`src/rtl/ptx_sr_if.sv`:
```
// ptx_sr_if: load/serial bus between a word source and the ptx_sr transmitter.
//   load_valid   : source -> block, a word is on data_in
//   load_ready   : block -> source, a word can be accepted this cycle
//   data_in      : source -> block, parallel word (NUM_BITS wide)
//   shift_enable : tick generator -> block, consume the current bit
//   serial_out   : block -> line driver, idle level 1
//   busy         : block -> source, a word is in flight
//   done         : block -> source, one-cycle pulse after the final bit
// The master modport is the source/tick side; the slave modport is ptx_sr.
interface ptx_sr_if #(
  parameter int NUM_BITS = 4
) ();
  logic                load_valid;
  logic                load_ready;
  logic [NUM_BITS-1:0] data_in;
  logic                shift_enable;
  logic                serial_out;
  logic                busy;
  logic                done;

  modport master (
    output load_valid, data_in, shift_enable,
    input  load_ready, serial_out, busy, done
  );

  modport slave (
    input  load_valid, data_in, shift_enable,
    output load_ready, serial_out, busy, done
  );
endinterface

```
`src/rtl/ptx_sr.sv`:
```
// ptx_sr: parallel-to-serial transmit shift register.
// Accepts a NUM_BITS word over a valid/ready handshake, then sends one bit per
// shift_enable strobe on serial_out, pulsing done for one cycle after the last
// bit has been consumed.
// Ports:
//   clk : system clock, rising edge
//   rst : synchronous, active-high reset
//   bus : ptx_sr_if.slave (load_valid/load_ready/data_in/shift_enable/
//         serial_out/busy/done)
// Parameters:
//   NUM_BITS  : word width (>= 2)
//   SHIFT_MSB : 1 = MSB first, 0 = LSB first
// Build option:
//   PTX_SR_PARITY_EN : when defined, an even-parity bit (XOR of the loaded word)
//                      is sent after the data bits.
module ptx_sr #(
  parameter int NUM_BITS  = 4,
  parameter bit SHIFT_MSB = 1'b1
) (
  input logic     clk,
  input logic     rst,
  ptx_sr_if.slave bus
);

`ifdef PTX_SR_PARITY_EN
  localparam int PAR_W = 1;
`else
  localparam int PAR_W = 0;
`endif

  // The parity bit rides in the register behind the data, so it reaches the
  // head naturally after the data bits.
  localparam int                SR_W  = NUM_BITS + PAR_W;
  localparam int                CNT_W = $clog2(NUM_BITS + 1);
  localparam logic [CNT_W-1:0] LAST  = CNT_W'(NUM_BITS - 1 + PAR_W);

  typedef enum logic {IDLE, SHIFT} state_t;

  state_t            state_q, state_d;
  logic [SR_W-1:0]   sr_q;
  logic [CNT_W-1:0]  cnt_q;
  logic              done_q;
  logic              load_take;
  logic              shift_take;
  logic              terminal;
  logic              head;

  function automatic logic [SR_W-1:0] load_word(input logic [NUM_BITS-1:0] d);
`ifdef PTX_SR_PARITY_EN
    if (SHIFT_MSB) return {d, ^d};
    else           return {^d, d};
`else
    return d;
`endif
  endfunction

  // Move toward the head by one and backfill the vacated end with idle ones.
  function automatic logic [SR_W-1:0] shift_word(input logic [SR_W-1:0] s);
    if (SHIFT_MSB) return {s[SR_W-2:0], 1'b1};
    else           return {1'b1, s[SR_W-1:1]};
  endfunction

  always_ff @(posedge clk) begin
    if (rst) state_q <= IDLE;
    else     state_q <= state_d;
  end

  always_comb begin
    state_d    = state_q;
    load_take  = 1'b0;
    shift_take = 1'b0;
    terminal   = 1'b0;
    case (state_q)
      IDLE: begin
        // A strobe coinciding with a load is dropped; the first bit gets a
        // full strobe period on the line.
        if (bus.load_valid) begin
          load_take = 1'b1;
          state_d   = SHIFT;
        end
      end
      SHIFT: begin
        if (bus.shift_enable) begin
          shift_take = 1'b1;
          if (cnt_q == LAST) begin
            terminal = 1'b1;
            state_d  = IDLE;
          end
        end
      end
      default: state_d = IDLE;
    endcase
  end

  always_ff @(posedge clk) begin
    if (rst) begin
      sr_q   <= '1;
      cnt_q  <= '0;
      done_q <= 1'b0;
    end else begin
      done_q <= terminal;
      if (load_take) begin
        sr_q  <= load_word(bus.data_in);
        cnt_q <= '0;
      end else if (shift_take) begin
        sr_q  <= shift_word(sr_q);
        // Holding at LAST on the final strobe keeps the counter from wrapping
        // when the parity bit pushes the count past the counter's range.
        if (!terminal) cnt_q <= cnt_q + 1'b1;
      end
    end
  end

  assign head           = SHIFT_MSB ? sr_q[SR_W-1] : sr_q[0];
  assign bus.serial_out = (state_q == SHIFT) ? head : 1'b1;
  assign bus.load_ready = (state_q == IDLE);
  assign bus.busy       = (state_q == SHIFT);
  assign bus.done       = done_q;

endmodule

```
`src/flat_wrapper.sv`:
```
// flat-port wrapper written by rule: the top's interface ports become plain ports
module ptx_sr_flat 
#(
  parameter int NUM_BITS  = 4,
  parameter bit SHIFT_MSB = 1'b1
)
  (clk, rst, bus_load_valid, bus_data_in, bus_shift_enable, bus_load_ready, bus_serial_out, bus_busy, bus_done);
  ptx_sr_if #(.NUM_BITS(NUM_BITS)) bus_i ();
  input logic clk;
  input logic rst;
  input wire logic [$bits(bus_i.load_valid)-1:0] bus_load_valid;
  input wire logic [$bits(bus_i.data_in)-1:0] bus_data_in;
  input wire logic [$bits(bus_i.shift_enable)-1:0] bus_shift_enable;
  output wire logic [$bits(bus_i.load_ready)-1:0] bus_load_ready;
  output wire logic [$bits(bus_i.serial_out)-1:0] bus_serial_out;
  output wire logic [$bits(bus_i.busy)-1:0] bus_busy;
  output wire logic [$bits(bus_i.done)-1:0] bus_done;
  assign bus_i.load_valid = bus_load_valid;
  assign bus_i.data_in = bus_data_in;
  assign bus_i.shift_enable = bus_shift_enable;
  assign bus_load_ready = bus_i.load_ready;
  assign bus_serial_out = bus_i.serial_out;
  assign bus_busy = bus_i.busy;
  assign bus_done = bus_i.done;
  ptx_sr #(.NUM_BITS(NUM_BITS), .SHIFT_MSB(SHIFT_MSB)) u_core (.clk(clk), .rst(rst), .bus(bus_i));
endmodule
```
`config.mk`:
```
export PLATFORM = sky130hd
export DESIGN_NAME = ptx_sr_flat
export DESIGN_NICKNAME = d
export VERILOG_FILES = /design/src/rtl/ptx_sr_if.sv /design/src/rtl/ptx_sr.sv /design/src/flat_wrapper.sv
export SDC_FILE = /design/constraint.sdc
export NUM_CORES = 1
export LEC_CHECK = 0
export CAP_MARGIN = 20
export CORE_AREA = 10 10 47 49
export CTS_CLUSTER_DIAMETER = 80
export DETAILED_ROUTE_END_ITERATION = 10
export DIE_AREA = 0 0 57 59
export HOLD_SLACK_MARGIN = 0.1
export SLEW_MARGIN = 0
export SYNTH_ARGS = -nofsm -noshare
export SYNTH_HDL_FRONTEND = slang
export SYNTH_SLANG_ARGS = --single-unit
```
`constraint.sdc`:
```
create_clock -name clk -period 1.7 [get_ports clk]
set_input_delay 0.51 -clock clk [delete_from_list [all_inputs] [get_ports clk]]
set_output_delay 0.51 -clock clk [all_outputs]
set_load 0.02 [all_outputs]
```
### Word-level counts from Yosys, hierarchy flattened

Cells that the tools add are included.

* register bits: 9
* bits of input ports: 8
* output and inout bits: 4
* logic and storage cells: 24

* $add $sub $neg: 1
* eq/ne operators: 1
* mux-type cells: 13
* bitwise logic cells: 2
* reductions and logical operators: 3

Operators with widths (count)
* 2-to-1 mux 1 bit: 10
* 2-to-1 mux 4 bit: 2
* adder 3 x 1 -> 3 bit (second input constant): 1
* equality test 3 x 2 -> 1 bit (second input constant): 1
* inverter 1 bit: 2
* case mux 1 bit (2 select lines): 1
* AND reduction 2 bit: 1
* nonzero test 2 bit: 1
* OR reduction 2 bit: 1

### Depth between registers and ports, before layout

Gate-level depths: netlist of run 1.

* depth after elaboration: 6
* depth in mapped cells: 5

### Worst setup path before layout of run 1

OpenSTA, ideal clock, no wires.

* kind: flip-flop to output port
* start: register u_core.state_q, in the netlist u_core.bus.busy
* end: output bus_serial_out
* arrival time: 924 ps
* required time: 1190 ps
* path slack: 266 ps
* cell stages (with the launch flop): 2
* path buffers: 0
* cells stage by stage: dfxtp_1 or2b_1

* cells in the longest elaborated chain, start to end: 1

RTL lines
* start: declaration: line ptx_sr.sv:39 `state_t state_q, state_d;`
* start signal: assignment: line ptx_sr.sv:65 `else state_q <= state_d;`
* 2-to-1 mux 1 bit: line ptx_sr.sv:115 `assign bus.serial_out = (state_q == SHIFT) ? head : 1'b1;`
* end: declaration: line flat_wrapper.sv:15 `output wire logic [$bits(bus_i.serial_out)-1:0] bus_serial_out;`

No other way between the ends.

### Worst setup path after layout of run 1

Ends and elaborated chain as after synthesis.

==> metrics.md, run 1 <==
| Metric | Value |
|---|---|
| CP Launch Type | `flip-flop` |
| Multiplexer share of the synthesized area | `0.0941` |
| R2R Path Start | `u_core.cnt_q[0]` |
| Adder-cell share of the synthesized area | `0.0588` |
| TritonCTS clock tree | `yes` |
| Most common cell after layout, fill and taps aside | `dfxtp_1` |
| Final GP Congestion | `approximately 0.71` |
| Initial antenna violation count | `0` |
| Non-filler cells, final | `77` |
| Final nets | `around 70` |
| Slew Limit Fails | `0` |
| Worst slew pin tran | `around 0.29 ns` |
| Status | `finished, final reports clean` |
| Area Overhead vs Synth | `40.0%` |
| Vias in the first global route | `about 350` |
| Die width | `57 um` |
| Final hold violation count | `0` |
| Post-synthesis cell type count | `19` |
| CP Launch Point | `u_core.bus.busy` |
| Syn Inst Count | `between 40 and 50` |
| DIE AREA | `approximately 0.0034 mm^2` |
| Mean Syn Cell Area | `about 9.9 um^2` |
| Root buffer cell | `clkbuf_4` |
| Core box area | `between 0.001 and 0.0015 mm^2` |
| Worst setup margin | `0.182 ns` |
| Setup CP Type | `flip-flop to output port` |
| DP Worst Slack | `between 0.004 and 0.005 ns` |
| Fin util | `0.425` |
| Static Leak | `about 0.27 nW` |
| Total GRT Usage | `0.0577` |
| Largest family of logic cells by synthesized area | `simple AND/OR/NAND/NOR gates` |
| Number of diodes | `0` |
| Max Freq | `around 660 MHz` |
| Crit-path max FO | `4` |
| Clock Skews | `between 0.0006 and 0.0007 ns` |
| Layout cells sized above 1 | `0.197` |
| Num rows | `14` |
| Initial DRC count | `4` |
| DP HPWL | `around 700 um` |
| PwrDens | `around 810 mW/mm^2` |
| # IOs | `12` |
| Slew headroom | `0.806` |
| Synth Cell Area | `425 um^2` |
| Antenna viol nets, final | `0` |
| CTS Sinks | `9` |
| Grt ovf | `0` |
| Register area share after synthesis | `0.424` |
| Starting density of the core | `0.304` |
| Setup TNS | `0 ns` |
| First-pass GRT wire length | `~1.5 mm` |
| Final period utilization | `0.893` |
| H-tree depth | `1` |
| Max_cap viols | `0` |
| Clk pin slew, worst setup/hold paths | `about 0.06 ns` |
| Post-Synth Simple-Gate Area | `0.212` |
| DRC | `0` |
| Worst-Skew Late Latency | `approximately 0.27 ns` |
| Crit path capture type | `output port` |
| Most frequent cells in the layout | `9 x dfxtp_1, 7 x clkdlybuf4s50_1, 5 x a21oi_1, 5 x nor3_1, 5 x buf_4` |
| Crit path DAT | `around 1 ns` |
| RSZ-0062 raised after global routing | `false` |
| Post-Synth XOR/XNOR Area | `0.0206` |
| Total routed wirelength | `about 900 um` |
| Vias/cell | `around 4.6` |
| Worst Hold Class | `flip-flop to flip-flop` |
| Avg WL per Cell | `between 10 and 15 um` |
| Inst Count DP | `73` |
| Worst-case vdd ir drop | `around 320 uV` |
| Setup violators final | `0` |
| Drt first pass iters | `2` |
| Largest net degree at the start of global routing | `7` |
| Minimum clock period | `~1.5 ns` |
| Ys Warns | `0` |
| Total CTS buffers | `3` |
| Synth Register Bits | `9` |
| Die height | `roughly 59 um` |
| Critical Path RT | `between 1 and 1.5 ns` |
| IO Port Bufs | `11` |
| Vias post-DR | `between 300 and 400` |
| Clk buf depth | `2` |
| Min-delay src | `u_core.cnt_q[2]` |
| Post-Syn Nets | `between 50 and 60` |
| Compound-gate portion of the synthesized area | `0.129` |
-- stage by stage --
| step | power [mW] | hold WS (ns) | cell area, um^2 |
|---|---|---|---|
| after detailed placement | 0.321 | 0.479 | 578 |
| final | 0.482 | 0.483 | 596 |
| after global placement | 0.321 | 0.469 | 578 |
| after CTS | 0.491 | 0.488 | 601 |
| after global routing | 0.513 | 0.521 | 596 |
| after floorplan | 0.280 | 0.460 | 425 |
-- synthesized netlist by cell type --
cell type | instances | area [um^2]
mux2i_1 | 4 | 40.0
a2111oi_2 | 1 | 15.0
dfxtp_1 | 9 | 180
inv_1 | 3 | 11.3
clkbuf_1 | 1 | 3.75
nor2b_1 | 1 | 6.26
buf_6 | 1 | 11.3
nor3b_1 | 1 | 7.51
nand3b_4 | 1 | 20.0
or2b_1 | 1 | 7.51
nor2b_2 | 1 | 8.76
nand2_1 | 2 | 7.51
o21bai_1 | 1 | 7.51
a211oi_1 | 1 | 7.51
nor3_1 | 5 | 25.0
xor2_1 | 1 | 8.76
ha_1 | 2 | 25.0
a21oi_1 | 5 | 25.0
nor2_1 | 2 | 7.51
-- area by class of cell --
type	count	area, um^2
clock buffer	4	26.3
fill	151	806
inverter	3	11.3
multi-input combinational	29	219
sequential	9	180
tap	16	20.0
timing repair buffer	16	139
-- power by group --
part           internal, mW  leakage (nW)  switching (mW)
logic                0.0449         0.183          0.0402
registers             0.222        0.0737         0.00582
clock network        0.0907        0.0150          0.0782
total                 0.357         0.271           0.124
-- cells by family after synthesis --
family                     count (synthesis)
xor gates and xnor gates                   1
muxes                                      4
DFF                                        9
and+or+nand+nor                           14
buffers and inverters                      5
adders and majority gates                  2
AOI/OAI and AO/OA                          8
-- timing repair --
item                                    4_1_cts  5_1_grt
setup buffers                                 0        0
hold buffers                                  0        0
resized for setup                             5        1
endpoints found under the setup margin        4        1
-- final timing paths --
kind	end	slack [ns]	cells past startpoint
setup / recovery	bus_serial_out	0.18	2
hold / removal	u_core.cnt_q[2]	0.48	2
setup reg to reg	u_core.cnt_q[2]	0.33	4
hold reg to reg	u_core.cnt_q[2]	0.48	2
-- worst max-delay path: stages, from the launching register on --
cell      delay [ns]
dfxtp_1         0.36
or2b_1          0.23
clkbuf_2        0.15
-- state kept, by name, summed over array words and instances (netlist names) --
| register | flops |
|---|---|
| u_core.bus.busy | 1 |
| u_core.sr_q | 4 |
| u_core.cnt_q | 3 |
| u_core.bus.done | 1 |
-- layer usage --
layer	vias up	global-route usage	part of all wire
met1	157	0.0587	0.47
met4	0	0.0302	0.016
li1	184	-	-
met2	9	0.0822	0.42
met3	3	0.0472	0.099
met5	-	0	0
(Power assumes the default switching activity.)
==> run 2: changes to the inputs <==
- CAP_MARGIN: 20 -> unset
==> results of run 2 <==
Final layout, timing and power as in run 1 (identical DEF).
==> run 3: changes to the inputs <==
- CORE_AREA: 10 10 47 49 -> 2 2 39 41
- DIE_AREA: 0 0 57 59 -> 0 0 41 43
- clock period: 1.7 -> 1.59 ns (I/O delays scaled with it)
==> metrics.md, run 3 (synthesis gave the netlist of run 1 again) <==
| Metric | Value |
|---|---|
| CP Launch Point | `u_core.bus.busy (unchanged)` |
| Grt ovf | `0 (unchanged)` |
| Worst slew pin tran | `0.253 ns (was 0.289 ns)` |
| DP HPWL | `573 um (was 693 um)` |
| Crit path capture type | `output port (unchanged)` |
| RSZ-0062 raised after global routing | `false (unchanged)` |
| Inst Count DP | `73 (unchanged)` |
| Number of diodes | `0 (unchanged)` |
| Clock Power Share | `0.355 (was 0.351)` |
| Internal power | `382 uW (was 357 uW)` |
| Worst Hold Class | `flip-flop to flip-flop (unchanged)` |
| Initial DRC count | `1 (was 4)` |
| Die height | `43 um (was 59 um)` |
| Vias/cell | `4.66 (was 4.58)` |
| Sw power | `135 uW (was 124 uW)` |
| Largest register FFs | `4 (unchanged)` |
| Seq pwr share | `0.472 (was 0.473)` |
| Finished Cell Area | `599 um^2 (was 596 um^2)` |
| Final period utilization | `0.926` |
| Fillcell total | `145 (was 151)` |
| Layout cells sized above 1 | `0.213 (was 0.197)` |
| Slew Limit Fails | `0 (unchanged)` |
| Non-filler cells, final | `77 (unchanged)` |
| First-pass GRT wire length | `1.26 mm (was 1.48 mm)` |
| CP Launch Type | `flip-flop (unchanged)` |
| Avg WL per Cell | `9.97 um (was 11.4 um)` |
| CP peak stage delay | `0.36 ns (about the same)` |
| Most frequent cells in the layout | `8 x dfxtp_1, 7 x clkdlybuf4s50_1, 5 x a21oi_1, 5 x nor3_1, 5 x buf_4 (was 9 x dfxtp_1, 7 x clkdlybuf4s50_1, 5 x a21oi_1, 5 x nor3_1, 5 x buf_4)` |
| Max_cap viols | `0 (unchanged)` |
| Hold WS | `0.485 ns (was 0.483 ns)` |
| Total GRT Usage | `0.108 (was 0.0577)` |
| Net Sw Frac | `0.261 (was 0.258)` |
| Num rows | `14 (unchanged)` |
| Setup CP Type | `flip-flop to output port (unchanged)` |
| Worst-case vdd ir drop | `340 uV (was 324 uV)` |
| R2R Path Start | `u_core.cnt_q[0] (unchanged)` |
| Worst-Skew Late Latency | `0.27 ns (about the same)` |
| Fin util | `0.433 (was 0.425)` |
| Critical Path RT | `1.11 ns (was 1.19 ns)` |
| Max stage delay cell, worst path | `dfxtp_4 (was dfxtp_1)` |
| Worst setup margin | `0.118 ns (was 0.182 ns)` |
| Clk buf depth | `2 (unchanged)` |
| Status | `finished, final reports clean (unchanged)` |
| Static Leak | `0.271 nW (about the same)` |
| Crit-path max FO | `5 (was 4)` |
| # IOs | `12 (unchanged)` |
| Min-delay src | `u_core.cnt_q[2] (unchanged)` |
| Multi-input logic area | `219 um^2 (unchanged)` |
| Die width | `41 um (was 57 um)` |
| Minimum clock period | `approximately 1.5 ns` |
| H-tree depth | `1 (unchanged)` |
| Starting density of the core | `0.307 (was 0.304)` |
| CTS Sinks | `9 (unchanged)` |
| Largest regs | `u_core.sr_q x4, u_core.cnt_q x3 (unchanged)` |
| Most flop-heavy register | `u_core.sr_q (unchanged)` |
| Setup Buffers After CTS | `0 (unchanged)` |
| DP Worst Slack | `-0.0573 ns (was 0.00438 ns)` |
| Final hold violation count | `0 (unchanged)` |
| Vias in the first global route | `301 (was 351)` |
| Clock Skews | `0.00538 ns (was 0.000655 ns)` |
| Antenna viol nets, final | `0 (unchanged)` |
| Comb pwr share | `0.173 (was 0.177)` |
| Slew headroom | `0.831 (was 0.806)` |
| Final GP Congestion | `0.750 (was 0.711)` |
| Vias post-DR | `359 (was 353)` |
| Final nets | `72 (unchanged)` |
| Crit-path cells | `or2b_1 > buf_2 (was or2b_1 > clkbuf_2)` |
| DRC | `0 (unchanged)` |
| Root buffer cell | `clkbuf_4 (unchanged)` |
| Area after DPL | `578 um^2 (unchanged)` |
| DIE AREA | `0.00176 mm^2 (was 0.00336 mm^2)` |
| Core box area | `0.00138 mm^2 (was 0.00140 mm^2)` |
| Largest net degree at the start of global routing | `6 (was 7)` |
| TritonCTS clock tree | `yes (unchanged)` |
| Setup violators final | `0 (unchanged)` |
| Clk pin slew, worst setup/hold paths | `0.06 ns (about the same)` |
| Crit path DAT | `0.99 ns (was 1.01 ns)` |
| Area Overhead vs Synth | `40.9% (was 40.0%)` |
| Max Freq | `between 600 and 700 MHz` |
| Register area | `184 um^2 (was 180 um^2)` |
| Most common cell after layout, fill and taps aside | `dfxtp_1 (unchanged)` |
| Drt first pass iters | `6 (was 2)` |
| IO Port Bufs | `11 (unchanged)` |
| PwrDens | `863 mW/mm^2 (was 809 mW/mm^2)` |
| Initial antenna violation count | `0 (unchanged)` |
| Total routed wirelength | `768 um (was 876 um)` |
| Total CTS buffers | `3 (unchanged)` |
==> run 3: cell types whose count changed in the layout (fill, tap and decap cells not counted) <==
cell | previous run | this run
buf_2 | 0 | 1
clkbuf_2 | 1 | 0
dfxtp_1 | 9 | 8
dfxtp_4 | 0 | 1
==> run 3: worst paths after layout <==
check / endpoint / slack [ns] / cells past startpoint
setup / recovery: bus_serial_out / 0.12 / 2
hold reg to reg: u_core.cnt_q[2] / 0.49 / 2
setup reg to reg: u_core.cnt_q[2] / 0.23 / 4
hold / removal: u_core.cnt_q[2] / 0.49 / 2
==> run 3: final cells by class <==
class	instances	area share
Multi-Input combinational cell	29	0.365
Sequential cell	9	0.307
Timing Repair Buffer	16	0.232
Clock buffer	4	0.0438
Tap cell	16	0.0334
Inverter	3	0.0188
==> run 3: layer usage <==
layer	up-vias	part of all wire	global-route usage
met5	-	0	0
met3	3	0.068	0.0314
met4	0	0.034	0.0800
met2	13	0.44	0.141
li1	187	-	-
met1	156	0.46	0.144
==> run 3: stage by stage <==
stage                     TNS (ns)  total power, mW
after detailed placement    -0.234            0.343
after global routing             0            0.546
after floorplan                  0            0.299
after CTS                        0            0.525
after global placement      -0.192            0.342
final                            0            0.517
==> run 3: power groups by stage <==
stage / Combinational [mW] / Sequential (mW) / Clock (mW)
6_report: 0.0893 / 0.244 / 0.184
4_1_cts: 0.0906 / 0.244 / 0.190
3_5_place_dp: 0.0935 / 0.249 / 0
3_3_place_gp: 0.0925 / 0.249 / 0
5_1_grt: 0.0982 / 0.246 / 0.202
2_1_floorplan: 0.0463 / 0.253 / 0
==> run 3: repair_timing <==
| action | CTS | global route |
|---|---|---|
| hold buffers | 0 | 0 |
| resized for setup | 7 | 2 |
| setup endpoints to repair | 4 | 1 |
==> run 3: critical path, delay by kind of cell (launching register included) <==
kind	cells	cell delay, ns
DFF	1	0.36
and+or+nand+nor	1	0.21
buffers and inverters	1	0.15
